--- src/rtl/instruction_fetch_unit_if.sv ---
`default_nettype none
// ============================================================================
// Module      : instruction_fetch_unit_if
// Description : Instruction-memory read port, redirect input and decode
//               handshake bundle for the fetch stage.
// Revision    : 1.0 - initial release
// ============================================================================
interface instruction_fetch_unit_if;
    logic [19:0] fetch_addr;
    logic        fetch_rd_en;
    logic [15:0] fetch_data;
    logic        redirect_valid;
    logic [19:0] redirect_pc;
    logic        insn_valid;
    logic        insn_ready;
    logic [31:0] insn_out;
    logic        insn_long;
    logic [19:0] insn_pc;

    // master: the fetch unit itself
    modport master (
        output fetch_addr, fetch_rd_en, insn_valid, insn_out, insn_long, insn_pc,
        input  fetch_data, redirect_valid, redirect_pc, insn_ready
    );

    // slave: memory, branch unit and decode seen from the fetch unit
    modport slave (
        input  fetch_addr, fetch_rd_en, insn_valid, insn_out, insn_long, insn_pc,
        output fetch_data, redirect_valid, redirect_pc, insn_ready
    );
endinterface
`default_nettype wire

--- src/rtl/instruction_fetch_unit.sv ---
`default_nettype none
// ============================================================================
// Module      : instruction_fetch_unit
// Description : Fetch PC, 16-bit word queue and 16/32-bit instruction
//               assembly. Define FETCH_LONG_INSN_EN to enable 32-bit insns.
// Revision    : 1.0 - initial release
// ============================================================================
module instruction_fetch_unit #(
    parameter logic [19:0] RESET_PC = 20'h00000,
    parameter int          QDEPTH   = 4
) (
    input  wire logic                clock,
    input  wire logic                reset,
    instruction_fetch_unit_if.master bus
);
    localparam int PW = $clog2(QDEPTH);
    localparam int CW = PW + 1;

    logic [19:0]   r_fetch_pc;
    logic [CW-1:0] r_count;
    logic [PW-1:0] r_head;
    logic [15:0]   r_word [QDEPTH];
    logic [19:0]   r_addr [QDEPTH];

    logic          w_valid;
    logic          w_long;
    logic          w_pop;
    logic          w_push;
    logic [CW-1:0] w_pop_n;
    logic [PW-1:0] w_tail;
    logic [15:0]   w_head_word;
    logic [15:0]   w_insn_hi;

    // Head classification only looks at registered state, so insn_valid
    // never depends combinationally on insn_ready.
    always_comb begin
        w_head_word = r_word[r_head];
        w_long      = 1'b0;
        w_insn_hi   = 16'h0000;
`ifdef FETCH_LONG_INSN_EN
        w_long      = w_head_word[15];
        w_insn_hi   = w_long ? r_word[r_head + PW'(1)] : 16'h0000;
        w_valid     = w_long ? (r_count >= CW'(2)) : (r_count >= CW'(1));
`else
        w_valid     = (r_count >= CW'(1));
`endif
    end

    always_comb begin
        w_pop   = w_valid && bus.insn_ready;
        w_pop_n = w_pop ? (w_long ? CW'(2) : CW'(1)) : CW'(0);
        // A pop in the same cycle always frees at least one slot.
        w_push  = !bus.redirect_valid && ((r_count < CW'(QDEPTH)) || w_pop);
        w_tail  = r_head + r_count[PW-1:0];
    end

    always_ff @(posedge clock) begin
        if (reset) begin
            r_count    <= '0;
            r_head     <= '0;
            r_fetch_pc <= RESET_PC;
        end else if (bus.redirect_valid) begin
            r_count    <= '0;
            r_fetch_pc <= bus.redirect_pc;
        end else begin
            r_head  <= r_head + w_pop_n[PW-1:0];
            r_count <= r_count + CW'(w_push) - w_pop_n;
            if (w_push) begin
                r_fetch_pc <= r_fetch_pc + 20'd1;
            end
        end
    end

    // Queue storage carries no reset; occupancy alone decides what is live.
    always_ff @(posedge clock) begin
        if (w_push) begin
            r_word[w_tail] <= bus.fetch_data;
            r_addr[w_tail] <= r_fetch_pc;
        end
    end

    assign bus.fetch_addr  = r_fetch_pc;
    assign bus.fetch_rd_en = w_push;
    assign bus.insn_valid  = w_valid;
    assign bus.insn_long   = w_valid && w_long;
    assign bus.insn_out    = w_valid ? {w_insn_hi, w_head_word} : 32'h0000_0000;
    assign bus.insn_pc     = w_valid ? r_addr[r_head] : 20'h00000;

endmodule
`default_nettype wire

--- src/flat_wrapper.sv ---
// flat-port wrapper written by rule: the top's interface ports become plain ports
module instruction_fetch_unit_flat 
#(
    parameter logic [19:0] RESET_PC = 20'h00000,
    parameter int          QDEPTH   = 4
)
  (clock, reset, bus_fetch_addr, bus_fetch_rd_en, bus_insn_valid, bus_insn_out, bus_insn_long, bus_insn_pc, bus_fetch_data, bus_redirect_valid, bus_redirect_pc, bus_insn_ready);
  instruction_fetch_unit_if bus_i ();
  input  wire logic clock;
  input  wire logic reset;
  output wire logic [$bits(bus_i.fetch_addr)-1:0] bus_fetch_addr;
  output wire logic [$bits(bus_i.fetch_rd_en)-1:0] bus_fetch_rd_en;
  output wire logic [$bits(bus_i.insn_valid)-1:0] bus_insn_valid;
  output wire logic [$bits(bus_i.insn_out)-1:0] bus_insn_out;
  output wire logic [$bits(bus_i.insn_long)-1:0] bus_insn_long;
  output wire logic [$bits(bus_i.insn_pc)-1:0] bus_insn_pc;
  input wire logic [$bits(bus_i.fetch_data)-1:0] bus_fetch_data;
  input wire logic [$bits(bus_i.redirect_valid)-1:0] bus_redirect_valid;
  input wire logic [$bits(bus_i.redirect_pc)-1:0] bus_redirect_pc;
  input wire logic [$bits(bus_i.insn_ready)-1:0] bus_insn_ready;
  assign bus_fetch_addr = bus_i.fetch_addr;
  assign bus_fetch_rd_en = bus_i.fetch_rd_en;
  assign bus_insn_valid = bus_i.insn_valid;
  assign bus_insn_out = bus_i.insn_out;
  assign bus_insn_long = bus_i.insn_long;
  assign bus_insn_pc = bus_i.insn_pc;
  assign bus_i.fetch_data = bus_fetch_data;
  assign bus_i.redirect_valid = bus_redirect_valid;
  assign bus_i.redirect_pc = bus_redirect_pc;
  assign bus_i.insn_ready = bus_insn_ready;
  instruction_fetch_unit #(.RESET_PC(RESET_PC), .QDEPTH(QDEPTH)) u_core (.clock(clock), .reset(reset), .bus(bus_i));
endmodule
--- config.mk ---
export PLATFORM = sky130hd
export DESIGN_NAME = instruction_fetch_unit_flat
export DESIGN_NICKNAME = d
export VERILOG_FILES = /design/src/rtl/instruction_fetch_unit_if.sv /design/src/rtl/instruction_fetch_unit.sv /design/src/flat_wrapper.sv
export SDC_FILE = /design/constraint.sdc
export NUM_CORES = 1
export LEC_CHECK = 0
export ABC_CLOCK_PERIOD_IN_PS = 5700
export CAP_MARGIN = 5
export CORE_MARGIN = 2
export CORE_UTILIZATION = 53
export CTS_BUF_LIST = sky130_fd_sc_hd__clkbuf_4 sky130_fd_sc_hd__clkbuf_8 sky130_fd_sc_hd__clkbuf_16
export DETAILED_ROUTE_END_ITERATION = 7
export GPL_TIMING_DRIVEN = 0
export PLACE_DENSITY = 0.86
export SYNTH_ARGS = -nofsm -noshare
export SYNTH_HDL_FRONTEND = slang
export SYNTH_SLANG_ARGS = --single-unit
--- constraint.sdc ---
create_clock -name clock -period 5.7 [get_ports clock]
set_input_delay 0.855 -clock clock [delete_from_list [all_inputs] [get_ports clock]]
set_output_delay 0.855 -clock clock [all_outputs]
set_load 0.05 [all_outputs]
==> Implementation_results.wiki <==
{| class="wikitable"
! Metric !! Value
|-
| Relative slew margins || 0.312
|-
| Post-synthesis sequential area ratio || 0.688
|-
| Post-synth EDFFs || 144
|-
| Area of the placeable core || 0.0131 sq mm
|-
| Depth of the worst hold-timing path || 0
|-
| Sum of internal, switching and leakage power || 3020 uW
|-
| Kind of start point of the critical path || primary input
|-
| Combined area of the multi-input logic cells || about 0.002 sq mm
|-
| Worst Hold Class || register to register
|-
| Most used flip-flop cell after synthesis || sky130_fd_sc_hd__edfxtp_1
|-
| HPWL after DPL || 10.5 mm
|-
| Global-route congestion overflow total || 0
|-
| Die area || 0.0143 sq mm
|-
| Antenna cell count || 0
|-
| Count of synthesis-stage warnings from yosys || 0
|-
| Worst hold margin || 0.574 ns
|-
| Max-capacitance violation count || 0
|-
| Worst path arrival time || 3.20 ns
|-
| Cell with the most instances after synthesis || sky130_fd_sc_hd__edfxtp_1
|-
| DRT Wirelength || 15.6 mm
|-
| Slowest library cell on the worst path || sky130_fd_sc_hd__clkdlybuf4s50_1
|-
| Run status || finished clean
|-
| Iteration count of the initial detailed-routing pass || 5
|-
| Crit-path leading delay family || buffers and inverters
|-
| Site Rows || 42
|-
| CP Depth || 5
|-
| Pin count of the biggest net entering global routing || 25
|-
| Die H || between 100 and 150 microns
|-
| All-Layer GR Usage || 0.227
|-
| Fraction of synthesis flops using an asynchronous set or reset pin || 0
|-
| Peak ir drop on the vdd network || 0.246 mV
|-
| Logic gate share of total power || 0.141
|-
| Area leader, netlist || sky130_fd_sc_hd__edfxtp_1
|-
| Placer's final routability congestion estimate || 0.801
|-
| Tmin final || 4.06 ns
|-
| Total negative slack for setup checks || 0 ns
|-
| Filler cell count in the final layout || 868
|-
| Lkg Pwr || 0.00303 uW
|-
| DRC violations left || 0
|-
| Number of hold-repair buffers added at the cts stage || 0
|-
| Net switching share of the total power || 0.255
|-
| Unrepaired setup endpoints after global routing || false
|-
| Footprint of the flip-flops and latches || 0.00486 sq mm
|-
| Achievable frequency || 247 MHz
|-
| DRC violation total after the first TritonRoute iteration || between 400 and 500
|-
| Data required time of the critical path || 4.85 ns
|-
| Initial Util || 0.539
|-
| Vias in the first global route || 4484
|-
| Cell-internal power || 2250 uW
|-
| Count of state elements after synthesis || 171
|-
| Antenna violations before repair || 0
|-
| Post-route fraction of the period consumed by the critical path || 0.712
|-
| Number of distinct standard cells referenced by the synthesized netlist || 45
|-
| Number of setup violations in the final report || 0
|-
| Count of mapped cells out of synthesis || around 430
|-
| Clock root buffer || sky130_fd_sc_hd__clkbuf_16
|-
| Maximum count of clock buffers along a single path || 2
|-
| Average wire per cell in the routed design || 20.4 microns
|-
| Maximum net fanout on the critical path || 10
|-
| Clock insertion delay at the later pin of the skew report || 0.42 ns
|-
| Leading post-synthesis cells by instance count || sky130_fd_sc_hd__edfxtp_1 (144), sky130_fd_sc_hd__and2_1 (36), sky130_fd_sc_hd__mux4_2 (36)
|-
| Horiz. Die Dim || 120 microns
|-
| Dpl cell area || around 0.0085 sq mm
|-
| Synth top area cells || sky130_fd_sc_hd__edfxtp_1 (61%), sky130_fd_sc_hd__mux4_2 (11%), sky130_fd_sc_hd__dfxtp_1 (7.6%)
|-
| Post-layout net count || 618
|-
| Crit Path Category || primary input to output pin
|-
| Slew of the pin with the lowest slew margin || 1.02 ns
|-
| Cell Chain, Critical Path || clkdlybuf4s50_1 -> nor2b_1 -> clkbuf_1 -> nor2_1 -> clkdlybuf4s50_1
|-
| Critical path's most frequent cell || sky130_fd_sc_hd__clkdlybuf4s50_1
|-
| Share of power burned in the clock network || 0.374
|-
| Final cell area excluding filler cells || roughly 0.0091 sq mm
|-
| Fraction of power consumed by sequential logic || 0.485
|-
| CP max stage delay || 0.74 ns
|-
| TritonCTS clock tree || done
|-
| CTS Sinks || between 150 and 200
|-
| Post-synth design cell area || between 0.007 and 0.008 sq mm
|-
| H-tree depth || 4
|-
| I/O Pins || 115
|-
| Wire length of the first global-routing pass || 24.0 mm
|-
| Max-slew violations || 0
|-
| Endpoints failing hold || 0
|-
| Number of gates resized after cts || 0
|-
| Layout area overhead || 27.9%
|-
| Power per standard cell area || 334 mW/mm^2
|-
| Worst-path clk slew || 0.07 ns
|-
| Area share of the largest cell type after synthesis || 0.611
|-
| Net Sw Power || 771 uW
|-
| Length in cells of the worst reg-to-reg path || 8
|-
| Post-Synthesis Mean Instance Area || 16.4 sq um
|-
| Total clock buffers created by CTS || 17
|-
| IO Port Bufs || 95
|-
| Routed Antenna Nets || 0
|-
| Vias post-DR || between 4k and 5k
|-
| Number of buffers added for setup after CTS || 0
|-
| Count of buffer and inverter cells on the critical path || 3
|-
| Share of final-layout standard cells stronger than drive strength 1 || 0.191
|-
| Clock skew after layout || approximately 0.0091 ns
|-
| Via count normalized by instance count || 5.78
|-
| Nature of the critical path endpoint || output pin
|}
-- power by group through the flow --
stage / registers [uW] / logic (uW) / clock network, uW
after floorplan: 1520 / 240 / 0
after global routing: 1470 / 449 / 1180
final: 1470 / 427 / 1130
after detailed placement: 1490 / 426 / 0
after global placement: 1490 / 406 / 0
after CTS: 1470 / 429 / 1140
-- stage by stage --
step / std cells / util / worst slack [ns]
after floorplan: 447 / - / 0.400
after global placement: 718 / 0.632 / -3.02
after detailed placement: 730 / 0.644 / 1.71
after CTS: 762 / 0.689 / 1.57
after global routing: 762 / 0.689 / 1.48
final: 762 / 0.689 / 1.64
-- flip-flops by register name, indices dropped and copies added (netlist names), named ones only --
name	count
u_core.r_word	64
u_core.r_count	3
u_core.bus.fetch_addr	20
u_core.r_addr	80
u_core.r_head	2
-- cells in the final DEF, fill, tap and decap left out, drive strengths merged, types with 2 or more instances in the layout --
| cell | synthesis | layout |
|---|---|---|
| edfxtp | 144 | 144 |
| nor3 | 5 | 5 |
| inv | 9 | 10 |
| clkinv | 1 | 8 |
| a211oi | 8 | 8 |
| nand4 | 7 | 7 |
| nand2b | 2 | 2 |
| conb | 1 | 17 |
| and3 | 2 | 2 |
| clkinvlp | 0 | 3 |
| buf | 23 | 35 |
| nor4 | 3 | 3 |
| nor2 | 22 | 22 |
| o21ai | 4 | 4 |
| a21oi | 3 | 3 |
| bufinv | 0 | 2 |
| nand2 | 14 | 14 |
| a31oi | 2 | 2 |
| and2 | 36 | 36 |
| clkdlybuf4s50 | 0 | 95 |
| ha | 4 | 4 |
| and4 | 3 | 3 |
| clkbuf | 16 | 35 |
| dfxtp | 27 | 27 |
| o31ai | 3 | 3 |
| a311oi | 9 | 9 |
| a2111oi | 2 | 2 |
| xnor2 | 6 | 6 |
| o211ai | 2 | 2 |
| xor2 | 7 | 7 |
| nand3 | 9 | 9 |
| nand4bb | 2 | 2 |
| or3 | 5 | 5 |
| or4 | 8 | 8 |
| mux4 | 36 | 36 |
-- layer usage --
| layer | wire (microns) | track usage | share of wire | vias to the layer above |
|---|---|---|---|---|
| li1 | - | - | - | 1940 |
| met1 | 5880 | 0.285 | 0.38 | 2193 |
| met4 | 462 | 0.104 | 0.030 | 0 |
| met5 | 0 | 0 | 0 | - |
| met3 | 1080 | 0.0475 | 0.070 | 39 |
| met2 | 8130 | 0.382 | 0.52 | 236 |
-- final timing paths --
path / startpoint / to / slack [ns]
max: bus_insn_ready / bus_fetch_rd_en / 1.64
min: u_core.bus.fetch_addr[11] / u_core.r_addr[1][11] / 0.57
max reg2reg: u_core.r_head[0] / u_core.r_word[2][7] / 2.84
min reg2reg: u_core.bus.fetch_addr[11] / u_core.r_addr[1][11] / 0.57
-- logic make-up after synthesis --
| logic type | Yosys count | share of synthesized area |
|---|---|---|
| flops | 171 | 0.688 |
| simple gates | 121 | 0.0994 |
| buf+inv | 49 | 0.0355 |
| mux | 36 | 0.115 |
| compound gates | 35 | 0.0364 |
| xor+xnor | 13 | 0.0161 |
| fa+ha+maj | 5 | 0.00990 |
| other cells | 1 | 0.000530 |
-- layout make-up --
class	count	area share
buffer	39	0.0236
clock buffer	19	0.0493
clock inverter	13	0.0160
inverter	10	0.00415
multi-input combinational	227	0.226
sequential	171	0.537
tap	176	0.0243
timing repair buffer	107	0.119
Power figures use the tool's default switching activity.
